$ cat src/rtl/adder_pkg.sv
// Shared types and elaboration helpers for the multi-cycle adder.
// Holds the controller state encoding and the slice-index width rule.
package adder_pkg;

  typedef enum logic [1:0] {
    IDLE = 2'd0,
    RUN  = 2'd1,
    DONE = 2'd2
  } state_t;

  // Index width for N slices; never below one bit so N == 1 still elaborates.
  function automatic int idx_width(input int n);
    return (n <= 1) ? 1 : $clog2(n);
  endfunction

endpackage

$ cat src/rtl/multicycle_adder_if.sv
// Request/result bundle between a controller (master) and the adder (slave).
interface multicycle_adder_if #(
  parameter int WIDTH = 32
);
  logic             start;
  logic             sub;
  logic [WIDTH-1:0] a;
  logic [WIDTH-1:0] b;
  logic             busy;
  logic             done;
  logic [WIDTH-1:0] sum;
  logic             cout;
  logic             overflow;

  modport master (
    output start, sub, a, b,
    input  busy, done, sum, cout, overflow
  );

  modport slave (
    input  start, sub, a, b,
    output busy, done, sum, cout, overflow
  );
endinterface

$ cat src/rtl/adder_slice.sv
// CHUNK-wide combinational full adder; the adder reuses it once per cycle.
module adder_slice #(
  parameter int CHUNK = 8
) (
  input  logic [CHUNK-1:0] a,
  input  logic [CHUNK-1:0] b,
  input  logic             cin,
  output logic [CHUNK-1:0] s,
  output logic             cout
);

  assign {cout, s} = {1'b0, a} + {1'b0, b} + {{CHUNK{1'b0}}, cin};

endmodule

$ cat src/rtl/multicycle_adder.sv
// WIDTH-bit add/subtract computed CHUNK bits per clock through one slice adder,
// with the inter-slice carry held in a register and a start/busy/done handshake.
module multicycle_adder #(
  parameter int WIDTH = 32,
  parameter int CHUNK = 8
) (
  input  logic              clk,
  input  logic              rst,
  multicycle_adder_if.slave bus
);
  import adder_pkg::*;

  localparam int N  = (CHUNK > 0) ? WIDTH / CHUNK : 1;
  localparam int IW = idx_width(N);
  localparam logic [IW-1:0] LAST = IW'(N - 1);

  generate
    if (WIDTH <= 0 || CHUNK <= 0 || (WIDTH % CHUNK) != 0) begin : g_bad_cfg
      $fatal(1, "multicycle_adder: WIDTH must be a positive multiple of CHUNK");
    end
  endgenerate

  state_t           state_q, state_d;
  logic [WIDTH-1:0] opa_q, opa_d;
  logic [WIDTH-1:0] opb_q, opb_d;
  logic [WIDTH-1:0] sum_q, sum_d;
  logic [IW-1:0]    idx_q, idx_d;
  logic             carry_q, carry_d;
  logic             cout_q, cout_d;
  logic             ovf_q, ovf_d;

  logic [CHUNK-1:0] sl_a, sl_b, sl_s;
  logic             sl_c;
  logic             accept;
  logic             last_slice;

  assign sl_a = opa_q[int'(idx_q)*CHUNK +: CHUNK];
  assign sl_b = opb_q[int'(idx_q)*CHUNK +: CHUNK];

  adder_slice #(.CHUNK(CHUNK)) u_slice (
    .a    (sl_a),
    .b    (sl_b),
    .cin  (carry_q),
    .s    (sl_s),
    .cout (sl_c)
  );

  assign accept     = bus.start && (state_q == IDLE || state_q == DONE);
  assign last_slice = (idx_q == LAST);

  always_comb begin
    // NOTE: every next-state variable gets its hold value first, so no path
    // through the case/if tree can leave one unassigned and infer a latch.
    state_d = state_q;
    opa_d   = opa_q;
    opb_d   = opb_q;
    sum_d   = sum_q;
    idx_d   = idx_q;
    carry_d = carry_q;
    cout_d  = cout_q;
    ovf_d   = ovf_q;

    unique case (state_q)
      IDLE:    if (bus.start) state_d = RUN;
      RUN:     if (last_slice) state_d = DONE;
      DONE:    state_d = bus.start ? RUN : IDLE;
      default: state_d = IDLE;
    endcase

    if (accept) begin
      // Subtract is A + ~B + 1: invert B here and seed the carry with sub.
      opa_d   = bus.a;
      opb_d   = bus.sub ? ~bus.b : bus.b;
      carry_d = bus.sub;
      idx_d   = '0;
      sum_d   = '0;
      cout_d  = 1'b0;
      ovf_d   = 1'b0;
    end else if (state_q == RUN) begin
      sum_d[int'(idx_q)*CHUNK +: CHUNK] = sl_s;
      carry_d = sl_c;
      idx_d   = last_slice ? '0 : idx_q + 1'b1;
      if (last_slice) begin
        cout_d = sl_c;
        ovf_d  = (opa_q[WIDTH-1] == opb_q[WIDTH-1]) && (sl_s[CHUNK-1] != opa_q[WIDTH-1]);
      end
    end
  end

  // NOTE: sequential state is updated only with non-blocking assignments so
  // all registers sample the same pre-edge values regardless of statement order.
  always_ff @(posedge clk) begin
    if (rst) begin
      state_q <= IDLE;
      opa_q   <= '0;
      opb_q   <= '0;
      sum_q   <= '0;
      idx_q   <= '0;
      carry_q <= 1'b0;
      cout_q  <= 1'b0;
      ovf_q   <= 1'b0;
    end else begin
      state_q <= state_d;
      opa_q   <= opa_d;
      opb_q   <= opb_d;
      sum_q   <= sum_d;
      idx_q   <= idx_d;
      carry_q <= carry_d;
      cout_q  <= cout_d;
      ovf_q   <= ovf_d;
    end
  end

  assign bus.busy     = (state_q == RUN);
  assign bus.done     = (state_q == DONE);
  assign bus.sum      = sum_q;
  assign bus.cout     = cout_q;
  assign bus.overflow = ovf_q;

endmodule

$ cat src/flat_wrapper.sv
// flat-port wrapper written by rule: the top's interface ports become plain ports
module multicycle_adder_flat import adder_pkg::*;
#(
  parameter int WIDTH = 32,
  parameter int CHUNK = 8
)
  (clk, rst, bus_start, bus_sub, bus_a, bus_b, bus_busy, bus_done, bus_sum, bus_cout, bus_overflow);
  multicycle_adder_if #(.WIDTH(WIDTH)) bus_i ();
  input  logic clk;
  input  logic rst;
  input wire logic [$bits(bus_i.start)-1:0] bus_start;
  input wire logic [$bits(bus_i.sub)-1:0] bus_sub;
  input wire logic [$bits(bus_i.a)-1:0] bus_a;
  input wire logic [$bits(bus_i.b)-1:0] bus_b;
  output wire logic [$bits(bus_i.busy)-1:0] bus_busy;
  output wire logic [$bits(bus_i.done)-1:0] bus_done;
  output wire logic [$bits(bus_i.sum)-1:0] bus_sum;
  output wire logic [$bits(bus_i.cout)-1:0] bus_cout;
  output wire logic [$bits(bus_i.overflow)-1:0] bus_overflow;
  assign bus_i.start = bus_start;
  assign bus_i.sub = bus_sub;
  assign bus_i.a = bus_a;
  assign bus_i.b = bus_b;
  assign bus_busy = bus_i.busy;
  assign bus_done = bus_i.done;
  assign bus_sum = bus_i.sum;
  assign bus_cout = bus_i.cout;
  assign bus_overflow = bus_i.overflow;
  multicycle_adder #(.WIDTH(WIDTH), .CHUNK(CHUNK)) u_core (.clk(clk), .rst(rst), .bus(bus_i));
endmodule
$ cat config.mk
export PLATFORM = sky130hd
export DESIGN_NAME = multicycle_adder_flat
export DESIGN_NICKNAME = d
export VERILOG_FILES = /design/src/rtl/adder_pkg.sv /design/src/rtl/multicycle_adder_if.sv /design/src/rtl/adder_slice.sv /design/src/rtl/multicycle_adder.sv /design/src/flat_wrapper.sv
export SDC_FILE = /design/constraint.sdc
export NUM_CORES = 1
export LEC_CHECK = 0
export CAP_MARGIN = 40
export CORE_ASPECT_RATIO = 0.8
export CORE_MARGIN = 4
export CORE_UTILIZATION = 46
export CTS_CLUSTER_SIZE = 16
export DETAILED_ROUTE_END_ITERATION = 8
export GPL_ROUTABILITY_DRIVEN = 0
export PLACE_DENSITY = 0.87
export SLEW_MARGIN = 30
export SYNTH_ARGS = -nofsm -noshare
export SYNTH_HDL_FRONTEND = slang
export SYNTH_HIERARCHICAL = 1
export SYNTH_SLANG_ARGS = --single-unit
$ cat constraint.sdc
create_clock -name clk -period 3.4 [get_ports clk]
set_clock_uncertainty 0.2 [all_clocks]
set_input_delay 0.68 -clock clk [delete_from_list [all_inputs] [get_ports clk]]
set_output_delay 0.68 -clock clk [all_outputs]
set_load 0.03 [all_outputs]
# [Yosys cells after proc, flatten, opt, wreduce, memory -nomap -nowiden]
# Cells that the tools add are included.
[op_classes] add_sub_neg=4 eq_ne=7 shifts=4 n_mux=9 bitwise=1 reduce_logical=8
[op_table] cell="$shiftx A32 B6 Y8" n=2
[op_table] cell="$neg A5 Y33" n=1
[op_table] cell="$shift A8 B33 Y32 const A" n=1
[op_table] cell="$shiftx A8 B33 Y32" n=1
[op_table] cell="$bwmux W32" n=1
[op_table] cell="$mux W32" n=1
[op_table] cell="$not A32 Y32" n=1
[op_table] cell="$add A8 B8 Y9" n=1
[op_table] cell="$add A9 B1 Y9" n=1
[op_table] cell="$mux W2" n=3
[op_table] cell="$pmux W2 S3" n=1
[op_table] cell="$eq A2 B2 Y1 const B" n=2
[op_table] cell="$reduce_and A2 Y1" n=2
[op_table] cell="$mux W1" n=3
[op_table] cell="$add A2 B1 Y2 const B" n=1
[op_table] cell="$eq A2 B1 Y1 const B" n=1
[op_table] cell="$logic_and A1 B1 Y1" n=2
[op_table] cell="$logic_not A2 Y1" n=1
[op_table] cell="$ne A2 B1 Y1 const B" n=1
[op_table] cell="$ne A2 B2 Y1 const B" n=1
[op_table] cell="$reduce_bool A2 Y1" n=1
[op_table] cell="$reduce_or A2 Y1" n=1
[op_table] cell="$eq A1 B1 Y1" n=1
[op_table] cell="$logic_or A1 B1 Y1" n=1
[op_table] cell="$ne A1 B1 Y1" n=1
[word_totals] ff_bits=103 output_inout_bits=36 elab_cells=41

# [Logic depth before layout (Yosys ltp)]
[depth] ltp_word=5 depth_mapped=11 ltp_nobuf=9

# [Modules after synthesis]
# Netlist, hierarchy kept.
[by_module_without_submodules] mod="multicycle_adder" instances=1 cells_each=422 area_each_um2=4490.6 seq_area_each_um2=2062.0
[by_module_without_submodules] mod="adder_slice" instances=1 cells_each=42 area_each_um2=331.6 seq_area_each_um2=0.0

# [Least setup slack after synthesis]
# Ideal clock, no wire load.
[synth_path] path_kind="register to register" from="register u_core.idx_q[0]" to="register u_core.ovf_q, in the netlist u_core/bus.overflow" setup_time_ns=0.123 t_arrival_ns=2.967 path_slack_ns=0.110 path_stages_with_launch=12 n_path_buf=2 period_less_slack_ns=3.290 cell_sequence="dfxtp_1 > buf_2 > buf_6 > mux4_2 > ha_1 > a21o_1 > a2111oi_0 > mux2i_1 > nand2_1 > and3b_1 > a211oi_1 > nor4_1"
[synth_between] elab_chain_len=5 word_cells_on_any_way=8 cone_classes="2 x add/sub; 2 x eq/ne; 2 x shift; 2 x reduce/logical"
[synth_lines] item="start, declared" line_no="multicycle_adder.sv:27" text="logic [IW-1:0] idx_q, idx_d;"
[synth_lines] item="start signal, assigned" line_no="multicycle_adder.sv:107" text="idx_q <= idx_d;"
[synth_lines] item="$shiftx A32 B6 Y8" line_no="multicycle_adder.sv:38" text="assign sl_b = opb_q[int'(idx_q)*CHUNK +: CHUNK];"
[synth_lines] item="via u_core.sl_b[4]" line_no="multicycle_adder.sv:32" text="logic [CHUNK-1:0] sl_a, sl_b, sl_s;"
[synth_lines] item="$add A8 B8 Y9" line_no="adder_slice.sv:12" text="assign {cout, s} = {1'b0, a} + {1'b0, b} + {{CHUNK{1'b0}}, cin};"
[synth_lines] item="$add A9 B1 Y9" line_no="adder_slice.sv:12"
[synth_lines] item="via u_core.sl_s[7]" line_no="multicycle_adder.sv:32"
[synth_lines] item="$ne A1 B1 Y1" line_no="multicycle_adder.sv:85" text="ovf_d = (opa_q[WIDTH-1] == opb_q[WIDTH-1]) && (sl_s[CHUNK-1] != opa_q[WIDTH-1]);"
[synth_lines] item="$logic_and A1 B1 Y1" line_no="multicycle_adder.sv:85"
[synth_lines] item="end signal, assigned" line_no="multicycle_adder.sv:110" text="ovf_q <= ovf_d;"
[synth_lines] item="end, declared" line_no="multicycle_adder.sv:30" text="logic ovf_q, ovf_d;"
# The timed path passes the listed nets, and every way through them passes these cells.
# A chain may end at the register's enable or synchronous reset.

# [Worst setup path after layout]
[layout_path] from="register u_core.idx_q[0]" to="register u_core.sum_q[14], in the netlist u_core/bus.sum[14]"
[layout_between] elab_chain_len=5 word_cells_on_any_way=8 cone_classes="3 x add/sub; 4 x shift; 1 x mux"
[layout_lines] item="$shiftx A32 B6 Y8" line_no="multicycle_adder.sv:37" text="assign sl_a = opa_q[int'(idx_q)*CHUNK +: CHUNK];"
[layout_lines] item="via u_core.sl_a[0]" line_no="multicycle_adder.sv:32"
[layout_lines] item="$add A8 B8 Y9" line_no="adder_slice.sv:12"
[layout_lines] item="$add A9 B1 Y9" line_no="adder_slice.sv:12"
[layout_lines] item="via u_core.sl_s[6]" line_no="multicycle_adder.sv:32"
[layout_lines] item="$shiftx A8 B33 Y32" line_no="multicycle_adder.sv:80" text="sum_d[int'(idx_q)*CHUNK +: CHUNK] = sl_s;"
[layout_lines] item="$bwmux W32" line_no="multicycle_adder.sv:80"
[layout_lines] item="end signal, assigned" line_no="multicycle_adder.sv:106" text="sum_q <= sum_d;"
[layout_lines] item="end, declared" line_no="multicycle_adder.sv:26" text="logic [WIDTH-1:0] sum_q, sum_d;"
# The timed path passes the listed nets, and every way through them passes these cells.

==> results_dict.tcl <==
set metrics [dict create \
    port_buffers 103 \
    num_vias 3853 \
    numPlacedInstances 681 \
    areaGrowthSynthToFinish_pct 29.7 \
    clk_pin_slew_ns 0.08 \
    leakage_nw 2.28 \
    peakVddDrop_uv 243 \
    crit_required_ns 3.45 \
    cts_hold_buf 0 \
    yosys-top-cells-area "dfxtp_1, a211oi_2, mux4_2" \
    clock_latency_ns 0.35 \
    synth_compound_area_frac 0.216 \
    top_layer_used "met4" \
    synth_xor_area_frac 0.0654 \
    clockBufferDepth 2 \
    crit_chain "buf_4, mux4_2, fa_1, fa_1, a21oi_1, nor2_1, nor2_1, xnor2_1, a22o_1" \
    cts_made_buffers 9 \
    start_util 0.471 \
    netlist_area_mm2 0.00482 \
    drive_gt1_frac 0.154 \
    post-cts-setup-buffer-count 0 \
    row_count 33 \
    status "complete, no violations" \
    synth_mux_area_frac 0.0810 \
    synth_fa_ha_area_frac 0.0420 \
    grt-ovfl-total 0 \
    vias_per_cell 5.51 \
    synth_enable_flop_cells 0 \
    wire_per_inst_um 17.3 \
    dpl_cell_area_mm2 0.00589 \
    crit_slowest_cell "mux4_2" \
    antenna_found_initial 0 \
    synth.top_cells.by_count "dfxtp_1, nand2_1, nor2_1, a21oi_1, xnor2_1" \
    syn_inst 464 \
    ctsResizeCount 0 \
    final_antenna_net_count 0 \
    hold_viol_final 0 \
    hold_class "reg2reg" \
    max-slew-margin-rel 0.599 \
    wl_met1_mm 5.36 \
    min_period_over_period 0.938 \
    finish.instance_area_mm2 0.00626 \
    htreeDepth 3 \
    setup_viol 0 \
    ys_types 44 \
    cp.buffers_inverters 1 \
    synth_top_area_share 0.428 \
    ys_ff_latch 103 \
    min_period_ns 3.19 \
    crit_type "reg2reg" \
    met2_length_mm 5.67 \
    finalNonFillerCells 699 \
    synthArstFlopShare 0 \
    yosysTopAreaCell "dfxtp_1" \
    path_max_fanout 11 \
    end_kind "register" \
    drv_cap 0 \
    n_antenna_cell 0 \
    hpwl_mm 8.93 \
    cpLargestDelayFamily "adder cells" \
    ioPinCount 104 \
    synth_top_family_by_area "compound AO/OA/AOI/OAI gates" \
    dr_wl_met3_um 888 \
    slowest_delay_ns 0.54 \
    grt_pass1_vias 3790 \
    grt_max_degree 100 \
    drt_first_pass_iters 5 \
    dieHeight_um 99.6 \
    synth_seq_area_share 0.428 \
    drc 0 \
    core_area_mm2 0.0102 \
    setup_tns_ns 0 \
    drt-initial-drc-count 352 \
    clockRootBuffer "clkbuf_16" \
    nets 637 \
    rsz0062_at_grt "no" \
    cts.sinks 103 \
    synthesis.nets 547 \
    tightest_slew_ns 0.600 \
    routed_wirelength_mm 12.1 \
    startpoint_type "register" \
    drv_slew 0 \
    fmax_mhz 314 \
    track_usage 0.200 \
    grt_pass1_wl_mm 19.2 \
    arrival_ns 3.23 \
    die_area_mm2 0.0122 \
    synthSimpleGateAreaFrac 0.120 \
    die_w_um 122 \
    cts_tree "built" \
    synth_most_common_cell "dfxtp_1" \
    syn_avg_cell_area_um2 10.4 \
    ys_warn_count 6 \
    synth_ff_type "dfxtp_1" \
    p_per_area_mw_per_mm2 465 \
]
-- placed cells by master, fill, tap and decap left out, drive strengths merged --
cell type      netlist  layout
dfxtp              103     103
clkdlybuf4s50        0     101
nand2               70      70
nor2                39      39
a21oi               38      38
a211oi              38      38
xnor2               34      34
a22o                32      32
mux4                16      16
ha                  13      13
buf                 34      13
inv                  6      11
clkbuf               1       9
nor3                 4       4
nor2b                4       4
and4                 4       4
mux2i                3       3
clkinv               0       2
nor4                 2       2
a21o                 2       2
nand3                2       2
a311o                2       2
xor2                 2       2
fa                   2       2
nand2b               2       2
nor4b                1       1
and4bb               1       1
or3                  1       1
o21a                 1       1
nand3b               1       1
a311oi               1       1
and3b                1       1
o21ai                1       1
a2111oi              1       1
a221oi               1       1
o21bai               1       1
-- worst min-delay path, cell delays in order, from the launching register on --
cell and delay, ns:
dfxtp_1 0.31, nand2_1 0.05, a21oi_1 0.05
-- registers in the layout, indices dropped and copies added (netlist names) --
signal and flops:
u_core/idx_q 2, u_core/bus.cout 1, u_core/opb_q 32, u_core/bus.sum 32, u_core/bus.overflow 1, u_core/opa_q 32, u_core/carry_q 1, u_core/state_q 2
-- power by group --
part	switching [mW]	internal (mW)
Clock	0.510	0.528
Combinational	0.297	0.257
Sequential	0.0455	1.27
Total	0.853	2.06
-- path summary, 6_finish.rpt --
path	start	to	slack (ns)	depth (start not counted)
worst min-delay path	u_core/opa_q[27]	u_core/opa_q[27]	0.26	2
worst min register to register	u_core/opa_q[27]	u_core/opa_q[27]	0.26	2
worst max register to register	u_core/idx_q[0]	u_core/bus.sum[14]	0.21	9
worst max-delay path	u_core/idx_q[0]	u_core/bus.sum[14]	0.21	9
-- per-layer routing --
layer / GRT usage / vias to the layer above
met5: 0 / -
met4: 0.0602 / 0
met3: 0.0472 / 21
met2: 0.328 / 166
met1: 0.263 / 1837
li1: - / 1829
-- cell families after synthesis --
family                     count (synthesis)
AOI/OAI and AO/OA                        118
xor gates and xnor gates                  36
adders and majority gates                 15
buffers and inverters                     41
DFF                                      103
muxes                                     19
and+or+nand+nor                          132
-- final cells by class --
class                      count  area, um2
fill                         836       3980
multi-input combinational    320       2530
sequential                   103       2060
timing repair buffer         114       1160
clock buffer                   9        225
tap                          140        175
clock inverter                 7       81.3
inverter                       6       25.0
-- stage by stage --
step	setup WS [ns]	total power, mW	utilization	hold slack (ns)
3_3_place_gp	0.389	1.86	0.576	0.239
6_report	0.212	2.91	0.611	0.257
5_1_grt	0.00317	3.01	0.611	0.275
2_1_floorplan	0.110	1.69	-	0.233
3_5_place_dp	0.243	1.88	0.576	0.249
4_1_cts	0.192	2.90	0.606	0.257
(Power assumes the default switching activity.)
